==> config.mk <==
export PLATFORM = sky130hd
export DESIGN_NAME = seq_combo_lock
export DESIGN_NICKNAME = d
export VERILOG_FILES = /design/src/rtl/seq_combo_lock.sv
export SDC_FILE = /design/constraint.sdc
export NUM_CORES = 1
export LEC_CHECK = 0
export BUFFER_PORTS_ARGS = -buffer_cell sky130_fd_sc_hd__buf_2
export CAP_MARGIN = 40
export CORE_MARGIN = 3
export CORE_UTILIZATION = 35
export CTS_CLUSTER_SIZE = 14
export DETAILED_ROUTE_END_ITERATION = 6
export PLACE_DENSITY = 0.61
export REMOVE_ABC_BUFFERS = 1
export SYNTH_ARGS = -nofsm -noshare
export SYNTH_HDL_FRONTEND = slang
export SYNTH_SLANG_ARGS = --single-unit
==> constraint.sdc <==
create_clock -name clk -period 12.7 [get_ports clk]
set_input_delay 0.635 -clock clk [delete_from_list [all_inputs] [get_ports clk]]
set_output_delay 0.635 -clock clk [all_outputs]
set_load 0.02 [all_outputs]
==> src/rtl/seq_combo_lock.sv <==
`default_nettype none
// ============================================================================
// Module   : seq_combo_lock
// Brief    : Ordered multi-press combination lock with per-press edge
//            detection, wrong-attempt counter, timed lockout, timed unlock
//            window and a combinational supervisor override.
// Revision : 1.0 - initial release
// ============================================================================
module seq_combo_lock #(
    parameter int                          KEY_W          = 7,
    parameter int                          IDX_W          = 3,
    parameter int                          CODE_LEN       = 4,
    parameter logic [CODE_LEN*IDX_W-1:0]   CODE           = 12'hAB1,
    parameter int                          MAX_FAIL       = 3,
    parameter int                          OPEN_CYCLES    = 16,
    parameter int                          LOCKOUT_CYCLES = 64
) (
    input  logic                              clk,
    input  logic                              rst,
    input  logic [KEY_W-1:0]                  key,
    input  logic                              override,
    output logic                              unlocked,
    output logic                              alarm,
    output logic [$clog2(CODE_LEN+1)-1:0]     progress,
    output logic [$clog2(MAX_FAIL+1)-1:0]     fail_cnt
);

    localparam int c_PW   = $clog2(CODE_LEN + 1);
    localparam int c_FW   = $clog2(MAX_FAIL + 1);
    localparam int c_TMAX = (OPEN_CYCLES > LOCKOUT_CYCLES) ? OPEN_CYCLES : LOCKOUT_CYCLES;
    localparam int c_TW   = $clog2(c_TMAX + 1);

    typedef enum logic [1:0] {
        ST_ARMED   = 2'd0,
        ST_OPEN    = 2'd1,
        ST_LOCKOUT = 2'd2
    } state_t;

    state_t             r_state,    w_state_nx;
    logic [c_PW-1:0]    r_progress, w_progress_nx;
    logic [c_FW-1:0]    r_fail,     w_fail_nx;
    logic [c_TW-1:0]    r_timer,    w_timer_nx;
    logic [KEY_W-1:0]   r_key_q;
    logic               r_alarm;

    logic               w_press;
    logic               w_onehot;
    logic [IDX_W-1:0]   w_idx;
    logic [IDX_W-1:0]   w_step;
    logic               w_correct;

    // Press detection and decode of the pressed key against the current code step
    always_comb begin
        // A press needs a full release first; key_q resets to all ones so keys
        // held through reset never count.
        w_press  = (key != '0) && (r_key_q == '0);
        w_onehot = $onehot(key);
        w_idx    = '0;
        for (int i = 0; i < KEY_W; i++) begin
            if (key[i]) w_idx = IDX_W'(i);
        end
        w_step = '0;
        for (int i = 0; i < CODE_LEN; i++) begin
            if (r_progress == c_PW'(i)) w_step = CODE[i*IDX_W +: IDX_W];
        end
        w_correct = w_onehot && (w_idx == w_step);
    end

    // Next-state logic: override beats presses, timers count down to 1 then exit
    always_comb begin
        w_state_nx    = r_state;
        w_progress_nx = r_progress;
        w_fail_nx     = r_fail;
        w_timer_nx    = r_timer;
        if (override) begin
            w_state_nx    = ST_ARMED;
            w_progress_nx = '0;
            w_fail_nx     = '0;
            w_timer_nx    = '0;
        end else begin
            case (r_state)
                ST_ARMED: begin
                    if (w_press) begin
                        if (w_correct) begin
                            if (r_progress == c_PW'(CODE_LEN - 1)) begin
                                w_state_nx    = ST_OPEN;
                                w_progress_nx = '0;
                                w_fail_nx     = '0;
                                w_timer_nx    = c_TW'(OPEN_CYCLES);
                            end else begin
                                w_progress_nx = r_progress + 1'b1;
                            end
                        end else begin
                            w_progress_nx = '0;
                            if (r_fail == c_FW'(MAX_FAIL - 1)) begin
                                w_state_nx = ST_LOCKOUT;
                                w_fail_nx  = c_FW'(MAX_FAIL);
                                w_timer_nx = c_TW'(LOCKOUT_CYCLES);
                            end else begin
                                w_fail_nx = r_fail + 1'b1;
                            end
                        end
                    end
                end
                ST_OPEN: begin
                    if (r_timer == c_TW'(1)) begin
                        w_state_nx = ST_ARMED;
                        w_timer_nx = '0;
                    end else begin
                        w_timer_nx = r_timer - 1'b1;
                    end
                end
                ST_LOCKOUT: begin
                    if (r_timer == c_TW'(1)) begin
                        w_state_nx = ST_ARMED;
                        w_fail_nx  = '0;
                        w_timer_nx = '0;
                    end else begin
                        w_timer_nx = r_timer - 1'b1;
                    end
                end
                default: begin
                    w_state_nx    = ST_ARMED;
                    w_progress_nx = '0;
                    w_fail_nx     = '0;
                    w_timer_nx    = '0;
                end
            endcase
        end
    end

    // State register; reset has priority over override and presses
    always_ff @(posedge clk) begin
        if (rst) begin
            r_state    <= ST_ARMED;
            r_progress <= '0;
            r_fail     <= '0;
            r_timer    <= '0;
            r_alarm    <= 1'b0;
            r_key_q    <= '1;
        end else begin
            r_state    <= w_state_nx;
            r_progress <= w_progress_nx;
            r_fail     <= w_fail_nx;
            r_timer    <= w_timer_nx;
            r_alarm    <= (w_state_nx == ST_LOCKOUT);
            r_key_q    <= key;
        end
    end

    assign unlocked = (r_state == ST_OPEN) | override;
    assign alarm    = r_alarm;
    assign progress = r_progress;
    assign fail_cnt = r_fail;

endmodule
`default_nettype wire

==> results of run 1 <==
==> power groups by stage <==
stage          clock network, mW  logic (mW)  registers [mW]
6_report                  0.0514      0.0134          0.0703
3_5_place_dp                   0      0.0135          0.0720
3_3_place_gp                   0      0.0133          0.0719
5_1_grt                   0.0557      0.0159          0.0704
2_1_floorplan                  0     0.00866          0.0718
4_1_cts                   0.0537      0.0136          0.0703
==> area by class of cell <==
class / count / area, sq um / area share [%]
clock buffers: 4 / 55.1 / 3.35
inverters: 21 / 78.8 / 4.80
multi-input cells: 127 / 928 / 56.5
flip-flops and latches: 22 / 440 / 26.8
well taps: 48 / 60.1 / 3.66
repair buffers: 16 / 80.1 / 4.87
==> metal layers <==
layer | track usage [%] | vias to the layer above | share of wire, %
met5 | 0 | - | 0
met4 | 3.55 | 0 | 1.4
met3 | 3.27 | 6 | 4.0
met2 | 21.2 | 19 | 47
met1 | 15.5 | 580 | 47
li1 | - | 634 | -
==> final timing paths <==
| check | depth (start not counted) | endpoint | slack, ns | start |
|---|---|---|---|---|
| min reg2reg | 2 | r_timer[1] | 0.49 | r_timer[1] |
| max reg2reg | 9 | r_state[0] | 9.82 | progress[0] |
| max | 14 | r_state[0] | 8.09 | key[0] |
| min | 2 | r_timer[1] | 0.49 | r_timer[1] |
==> kinds of logic after synthesis <==
family | share of synthesized area (%)
and+or+nand+nor | 27.4
AOI/OAI and AO/OA | 16.1
buffers and inverters | 6.89
DFF | 30.0
adders and majority gates | 15.7
xor gates and xnor gates | 1.79
muxes | 2.21
==> sequential cells by signal, summed over array words and instances (netlist names) <==
signal    cells
alarm         1
fail_cnt      2
progress      3
r_key_q       7
r_state       2
r_timer       7
==> metrics by stage <==
step	total power, mW	area (sq um)	instances	hold slack (ns)
global route	0.142	1640	238	0.498
detailed placement	0.0855	1590	234	0.472
floorplan	0.0805	1450	170	0.441
CTS	0.138	1640	238	0.484
global placement	0.0852	1590	234	0.459
finish	0.135	1640	238	0.490
==> cell usage in the layout (no fill, tap or decap), types with 3 or more instances in the layout <==
master / Yosys / final
fa_1: 4 / 4
or3_1: 3 / 3
nor2_1: 16 / 16
nor4_1: 3 / 3
or2_2: 8 / 8
nand2_1: 8 / 8
dfxtp_1: 22 / 22
o21ai_1: 3 / 3
a21oi_1: 7 / 7
nor2b_1: 4 / 4
buf_2: 0 / 16
nor3_1: 11 / 11
nand2b_1: 4 / 4
clkbuf_8: 0 / 4
inv_1: 21 / 21
ha_1: 12 / 12
==> synthesized netlist by cell type, drive strengths merged, types with 2 or more instances <==
cell type  count
a21oi          7
a221oi         2
a31oi          2
a32o           2
buf            2
dfxtp         22
fa             4
ha            12
inv           21
mux2           2
nand2          8
nand2b         4
nand3          2
nand3b         2
nor2          16
nor2b          4
nor3          13
nor4           3
o211a          2
o21a           2
o21ai          6
o21bai         2
or2           11
or3            3
or4            2
or4b           2
xnor2          2
==> worst max-delay path: stages <==
cell,delay [ns]
buf_2,0.08
inv_1,0.06
fa_1,0.56
fa_1,0.43
fa_1,0.36
inv_1,0.07
fa_1,0.40
nor3_1,0.25
nand2_1,0.08
a211oi_1,0.66
o21a_1,0.37
o21ai_1,0.09
a2111oi_0,0.55
nor2b_1,0.20
==> flow_summary.yaml, run 1 <==
outcome:
  status: "complete, no violations"
critical_path:
  critPathArrivalTime_ns: 4.81
  critPathMaxFanout: 6
  crit_type: "in -> reg"
  cp-start-kind: "input port"
  worstPathRequired_ns: 12.90
  critPathCaptureType: "flip-flop"
detailed_routing:
  drcViolationCount: 0
  wire_per_inst_um: 12.3
  routed_wl_mm: 2.93
  drt_iter0_markers: 53
  num_vias: 1239
  via_per_inst: 5.21
  final_antenna_net_count: 0
  first_pass_iters: 4
place:
  dp_slack_ns: 7.90
  post-dp-hpwl_mm: 2.28
  port_buffers: 16
  place_congestion: 0.884
pwr:
  irDropWorstVdd_mv: 0.0542
  seqPwrFrac_pct: 52.0
  clkPwrFrac_pct: 38.1
  leakagePower_nw: 0.689
  switchingPower_mw: 0.0316
  comb_power_share_pct: 9.9
  power_density_nw_per_um2: 82.2
  internal_power_mw: 0.103
  swShare_pct: 23.4
cells_and_area:
  drive_gt1_share_pct: 16.8
  area_delta_synth_final_pct: 11.7
  finalNetCount: 217
  fin_util_pct: 42.6
  diodes: 0
  fillers: 398
synth:
  yosysTopAreaCellShare_pct: 30.0
  synth-seq-area-share_pct: 30.0
  synth_top_cell_by_area: "dfxtp_1"
  synth_seq_cells: 22
  synth_edf_count: 0
  synth_cell_type_count: 47
  synthesis.area_sq_um: 1470
  netlist_instances: 173
  synthFlopType: "dfxtp_1"
  async_reset_ff_share_pct: 0
  synth_area_leaders: "dfxtp_1, ha_1, fa_1"
  avgSynthCellArea_sq_um: 8.50
  yosysWarnings: 0
sta:
  slew_violations: 0
  worst-slew-pin-transition_ns: 0.770
  fmax_mhz: 217
  setup_viol: 0
  hold_violations: 0
  rsz0062_at_grt: "no"
  max_slew_margin_pct: 48.4
  final.setup_skew_ns: 0.00191
  setup_slack_ns: 8.09
  period_share_pct: 36.3
  fin_tns_setup_ns: 0
  fin_crit_ns: 4.61
grt:
  antenna_found_initial: 0
  grt_overflow: 0
  grt_pass1_wl_mm: 5.26
  grt_pass1_vias: 1270
  grt_use_total_pct: 12.5
  grt_max_degree: 13
clocking:
  clk_pin_slew_ns: 0.08
  worstSkewPairLatency_ns: 0.26
  clock_path_buffers: 2
  ctsHoldBuffers: 0
  cts_setup_buffers: 0
  cts_sinks: 22
  htree_levels: 1
  tritoncts: "built"
  clockRootBuffer: "clkbuf_8"
  ctsResizeCount: 0
  cts_buffers: 3
floorplan:
  dieWidth_um: 70.8
  row_count: 22
  core-area_sq_um: 3850
  start_util_pct: 38.1
  die_h_um: 70.8
  die_area_sq_um: 5010
  num_io_pins: 17
min_path:
  hold_path_class: "reg -> reg"
job:
  max-cap-violations: 0
(Power assumes the default switching activity.)
==> inputs of run 2 (changes only) <==
- ABC_AREA: default -> 1
- PLACE_DENSITY: 0.61 -> 0.63
- clock period: 12.7 -> 3.8 ns (I/O delays scaled with it)
==> flow_summary.yaml, run 2 <==
pwr:
  leakagePower_nw: 0.891
  finalPower_mw: 0.505
  irDropWorstVdd_mv: 0.138
  power_density_nw_per_um2: 285
detailed_routing:
  first_pass_iters: 4
  drt_iter0_markers: 40
  final_antenna_net_count: 0
  routed_wl_mm: 2.93
  via_per_inst: 4.46
  wire_per_inst_um: 9.90
  num_vias: 1320
  drcViolationCount: 0
critical_path:
  worstPathRequired_ns: 3.97
  worstRegToRegCells: 12
  critPathCaptureType: "flip-flop"
  cp-start-kind: "input port"
  crit_type: "in -> reg"
  r2r_end: "r_timer[3]"
  critPathArrivalTime_ns: 3.19
  r2r_setup_slack_ns: 1.90
  rr_startpoint: "progress[1]"
  critPathMaxFanout: 10
  slowest_delay_ns: 0.55
  crit_top_cell: "fa_1"
  cp_slowest_cell: "fa_1"
  path_cells: "buf_2, inv_1, fa_1, fa_1, fa_1, inv_1, fa_1, nor3_1, nand3_2, nor2_4, nand4_4, nand3_4, nand2_1, nand2_1, nor2_2"
place:
  dp_slack_ns: 0.451
  port_buffers: 16
  post-dp-hpwl_mm: 2.32
  place_congestion: 0.841
floorplan:
  dieWidth_um: 73.1
  row_count: 23
  die_area_sq_um: 5350
  die_h_um: 73.1
  num_io_pins: 17
  start_util_pct: 37.8
  core-area_sq_um: 4170
clocking:
  cts_sinks: 22
  clk_pin_slew_ns: 0.08
  worstSkewPairLatency_ns: 0.27
  ctsHoldBuffers: 0
  tritoncts: "built"
  cts_setup_buffers: 0
  clockRootBuffer: "clkbuf_8"
  cts_buffers: 3
  ctsResizeCount: 0
  htree_levels: 1
  clock_path_buffers: 2
sta:
  final.setup_skew_ns: 0.00315
  fin_crit_ns: 3.02
  period_share_pct: 79.4
  setup_viol: 0
  setup_slack_ns: 0.785
  max_slew_margin_pct: 46.8
  hold_violations: 0
  holdWs_ns: 0.148
  worst-slew-pin-transition_ns: 0.795
  rsz0062_at_grt: "no"
  slew_violations: 0
  fin_tns_setup_ns: 0
  fmax_mhz: 332
min_path:
  hold_end: "r_key_q[3]"
  hold_path_class: "in -> reg"
  hp-start: "key[3]"
  hold_depth: 3
synth:
  async_reset_ff_share_pct: 0
  avgSynthCellArea_sq_um: 6.92
  netlist_instances: 228
  synthesis.area_sq_um: 1580
  synth_edf_count: 0
  yosysWarnings: 0
  synthFlopType: "dfxtp_1"
  synth_seq_cells: 22
  synth_cell_type_count: 28
  yosys.cell_count.top_type: "nand2_1"
  synth_top_cells_by_count: "nand2_1, inv_1, nor2_1"
  synth_area_leaders: "dfxtp_1, nand2_1, ha_1"
  synth-seq-area-share_pct: 27.9
  yosysTopAreaCellShare_pct: 27.9
  synth_top_cell_by_area: "dfxtp_1"
cells_and_area:
  layout_common_cells: "nand2_1, inv_1, nor2_1"
  drive_gt1_share_pct: 16.3
  finalNetCount: 273
  area_delta_synth_final_pct: 12.4
  diodes: 0
  fillers: 449
  mostFrequentLayoutCell: "nand2_1"
grt:
  grt_use_total_pct: 12.5
  antenna_found_initial: 0
  met2_usage_pct: 18.2
  grt_overflow: 0
  use_met3_pct: 3.03
  use_met1_pct: 17.2
  grt_max_degree: 14
  grt_pass1_vias: 1247
  top_usage_layer: "met2"
  grt_pass1_wl_mm: 5.29
outcome:
  status: "complete, no violations"
job:
  max-cap-violations: 0
==> run 2: changes by cell type after synthesis, sizes merged, moves of 6 or more <==
cell   delta
nor3      -8
or2      -10
nand4     +6
nand2    +53
nand3    +11
inv      +22
nor2     +18
==> run 2: layer usage <==
| metal | wire length [um] | part of all wire (%) |
|---|---|---|
| met5 | 0 | 0 |
| met4 | 56 | 1.9 |
| met3 | 120 | 4.1 |
| met2 | 1140 | 39 |
| met1 | 1620 | 55 |
==> run 2: critical path: cells and delay by family <==
kind          cells  cell delay [ns]
fa+ha+maj         4             1.73
buf+inv           3             0.21
simple gates      8             1.04
==> run 2: layout make-up <==
class | instances | area, sq um | share of cell area (%)
Timing Repair Buffer | 16 | 80.1 | 4.52
Sequential cell | 22 | 440 | 24.8
Tap cell | 50 | 62.6 | 3.53
Clock inverter | 1 | 30.0 | 1.69
Multi-Input combinational cell | 161 | 955 | 53.8
Inverter | 43 | 164 | 9.24
Clock buffer | 3 | 41.3 | 2.33
==> run 2: stage by stage <==
stage / util [%] / std cells / area [sq um]
3_5_place_dp: 40.8 / 292 / 1700
5_1_grt: 42.5 / 296 / 1770
4_1_cts: 42.5 / 296 / 1770
3_3_place_gp: 40.8 / 292 / 1700
6_report: 42.5 / 296 / 1770
2_1_floorplan: - / 226 / 1560
==> run 2: how the worst max path moves through the flow <==
| stage | from | endpoint | slack (ns) | cells after the start |
|---|---|---|---|---|
| 6_report | key[0] | r_timer[3] | 0.78 | 15 |
| 5_1_grt | key[0] | r_timer[3] | 0.59 | 15 |
| 4_1_cts | key[0] | r_timer[3] | 0.74 | 15 |
| 3_5_place_dp | key[0] | r_timer[4] | 0.45 | 15 |
| 3_3_place_gp | key[0] | r_timer[3] | 0.50 | 15 |
| 2_1_floorplan | key[0] | r_timer[3] | 0.71 | 14 |
==> run 2: power breakdown <==
part           internal (mW)  leakage (nW)  switching [mW]
clock network          0.141        0.0357          0.0826
logic                 0.0180         0.676          0.0286
registers              0.234         0.179        0.000915
total                  0.393         0.891           0.112
==> run 2: cells by family after synthesis <==
| kind of cell | Yosys count | share of synthesized area, % |
|---|---|---|
| AOI/OAI and AO/OA | 16 | 5.15 |
| xor gates and xnor gates | 4 | 2.22 |
| adders and majority gates | 16 | 14.6 |
| buffers and inverters | 45 | 11.6 |
| DFF | 22 | 27.9 |
| and+or+nand+nor | 125 | 38.5 |
==> inputs of run 3 (changes only) <==
- PLACE_DENSITY: 0.63 -> 0.61
- clock period: 3.8 -> 3.1 ns (I/O delays scaled with it)
==> flow_summary.yaml, run 3 (synthesis results as in run 2) <==
clocking:
  htree_levels: 1
  clock_path_buffers: 2
  cts_sinks: 22
  clk_pin_slew_ns: 0.08
  clockRootBuffer: "clkbuf_8"
  tritoncts: "built"
  worstSkewPairLatency_ns: 0.26
  cts_buffers: 3
  cts_setup_buffers: 0
sta:
  period_share_pct: 94.1
  setup_viol: 0
  rsz0062_at_grt: "no"
  fin_tns_setup_ns: 0
  worst-slew-pin-transition_ns: 0.418
  final.setup_skew_ns: 0.00403
  holdWs_ns: 0.137
  fmax_mhz: 343
  hold_violations: 0
  fin_crit_ns: 2.92
  max_slew_margin_pct: 72.1
  slew_violations: 0
cells_and_area:
  finalNetCount: 280
  area_delta_synth_final_pct: 16.7
  fin_util_pct: 44.1
  finalNonFillerCells: 303
  diodes: 0
  mostFrequentLayoutCell: "nand2_1"
  layout_common_cells: "nand2_1, inv_1, nor2_1"
  drive_gt1_share_pct: 19.4
detailed_routing:
  routed_wl_mm: 3.20
  final_antenna_net_count: 0
  via_per_inst: 4.50
  num_vias: 1365
  drt_iter0_markers: 51
  wire_per_inst_um: 10.6
  drcViolationCount: 0
  first_pass_iters: 4
place:
  place_congestion: 0.814
  post-dp-hpwl_mm: 2.53
  port_buffers: 16
  dp_cells: 298
pwr:
  leakagePower_nw: 0.919
  power_density_nw_per_um2: 338
  irDropWorstVdd_mv: 0.181
  finalPower_mw: 0.622
floorplan:
  dieWidth_um: 73.1
  die_area_sq_um: 5350
  row_count: 23
  start_util_pct: 37.8
  num_io_pins: 17
  die_h_um: 73.1
  core-area_sq_um: 4170
grt:
  grt_use_total_pct: 13.4
  antenna_found_initial: 0
  grt_max_degree: 14
  grt_overflow: 0
  grt_pass1_wl_mm: 5.66
  grt_pass1_vias: 1296
critical_path:
  rr_startpoint: "progress[0]"
  path_cells: "buf_2, inv_1, fa_1, fa_1, fa_1, inv_1, fa_1, nor3_2, nand3_2, nor2_4, nand3_1, o21ai_0, nor2_1, nor2_2"
  slowest_delay_ns: 0.55
  path_delay_family: "adder cells"
  worstPathRequired_ns: 3.31
  crit_top_cell: "fa_1"
  critPathCaptureType: "flip-flop"
  critPathMaxFanout: 3
  critPathArrivalTime_ns: 3.13
  crit_buf_inv: 3
  r2r_setup_slack_ns: 1.25
  crit_type: "in -> reg"
  cp_slowest_cell: "fa_1"
  worstRegToRegCells: 10
  r2r_end: "r_timer[4]"
  cp-start-kind: "input port"
min_path:
  hold_end: "r_key_q[4]"
  hold_path_class: "in -> reg"
  hold_depth: 3
  hp-start: "key[4]"
outcome:
  status: "complete, no violations"
job:
  max-cap-violations: 0
## run 3: layer usage
layer	global-route usage (%)	vias up	routed length [um]
met4	3.69	0	38
met1	19.0	596	1700
met5	0	-	0
li1	-	750	-
met2	20.3	15	1380
met3	3.03	4	89
## run 3: cell type report
| type | instances | area [sq um] |
|---|---|---|
| Timing Repair Buffer | 22 | 125 |
| Clock inverter | 1 | 30.0 |
| Tap cell | 50 | 62.6 |
| Fill cell | 445 | 2330 |
| Multi-Input combinational cell | 162 | 977 |
| Clock buffer | 3 | 41.3 |
| Sequential cell | 22 | 440 |
| Inverter | 43 | 164 |
## run 3: worst max path at each step
stage | startpoint | endpoint | slack, ns | cells after the start
6_report | key[0] | r_timer[4] | 0.18 | 14
3_3_place_gp | key[0] | r_timer[3] | -0.15 | 15
2_1_floorplan | key[0] | r_timer[3] | 0.04 | 14
3_5_place_dp | key[0] | r_timer[6] | -0.20 | 15
4_1_cts | key[0] | r_timer[3] | 0.10 | 15
5_1_grt | key[0] | progress[1] | 0.006 | 14
## run 3: per-stage QoR
| stage | area (sq um) | setup WS [ns] |
|---|---|---|
| 2_1_floorplan | 1560 | 0.0433 |
| 3_3_place_gp | 1750 | -0.148 |
| 3_5_place_dp | 1750 | -0.198 |
| 4_1_cts | 1820 | 0.100 |
| 5_1_grt | 1840 | 0.00582 |
| 6_report | 1840 | 0.182 |
## run 3: repair_timing
action                                  in CTS  in global routing
hold endpoints to repair                     0                  0
gates resized for setup                      0                  3
hold buffers                                 0                  0
endpoints found under the setup margin       0                 14
## run 3: worst reg2reg max path, stage by stage, from the launching register on
cell,delay (ns)
dfxtp_1,0.38
inv_1,0.10
ha_1,0.21
nand3b_1,0.19
nand3_2,0.08
nand3_2,0.09
nor2_4,0.18
nand3_1,0.19
o21ai_0,0.21
nor2_1,0.08
nor2_2,0.09
## run 3: power by group
group / total [mW] / switching [mW] / internal [mW]
combinational: 0.0693 / 0.0397 / 0.0295
clock: 0.265 / 0.0926 / 0.172
sequential: 0.288 / 0.00118 / 0.287
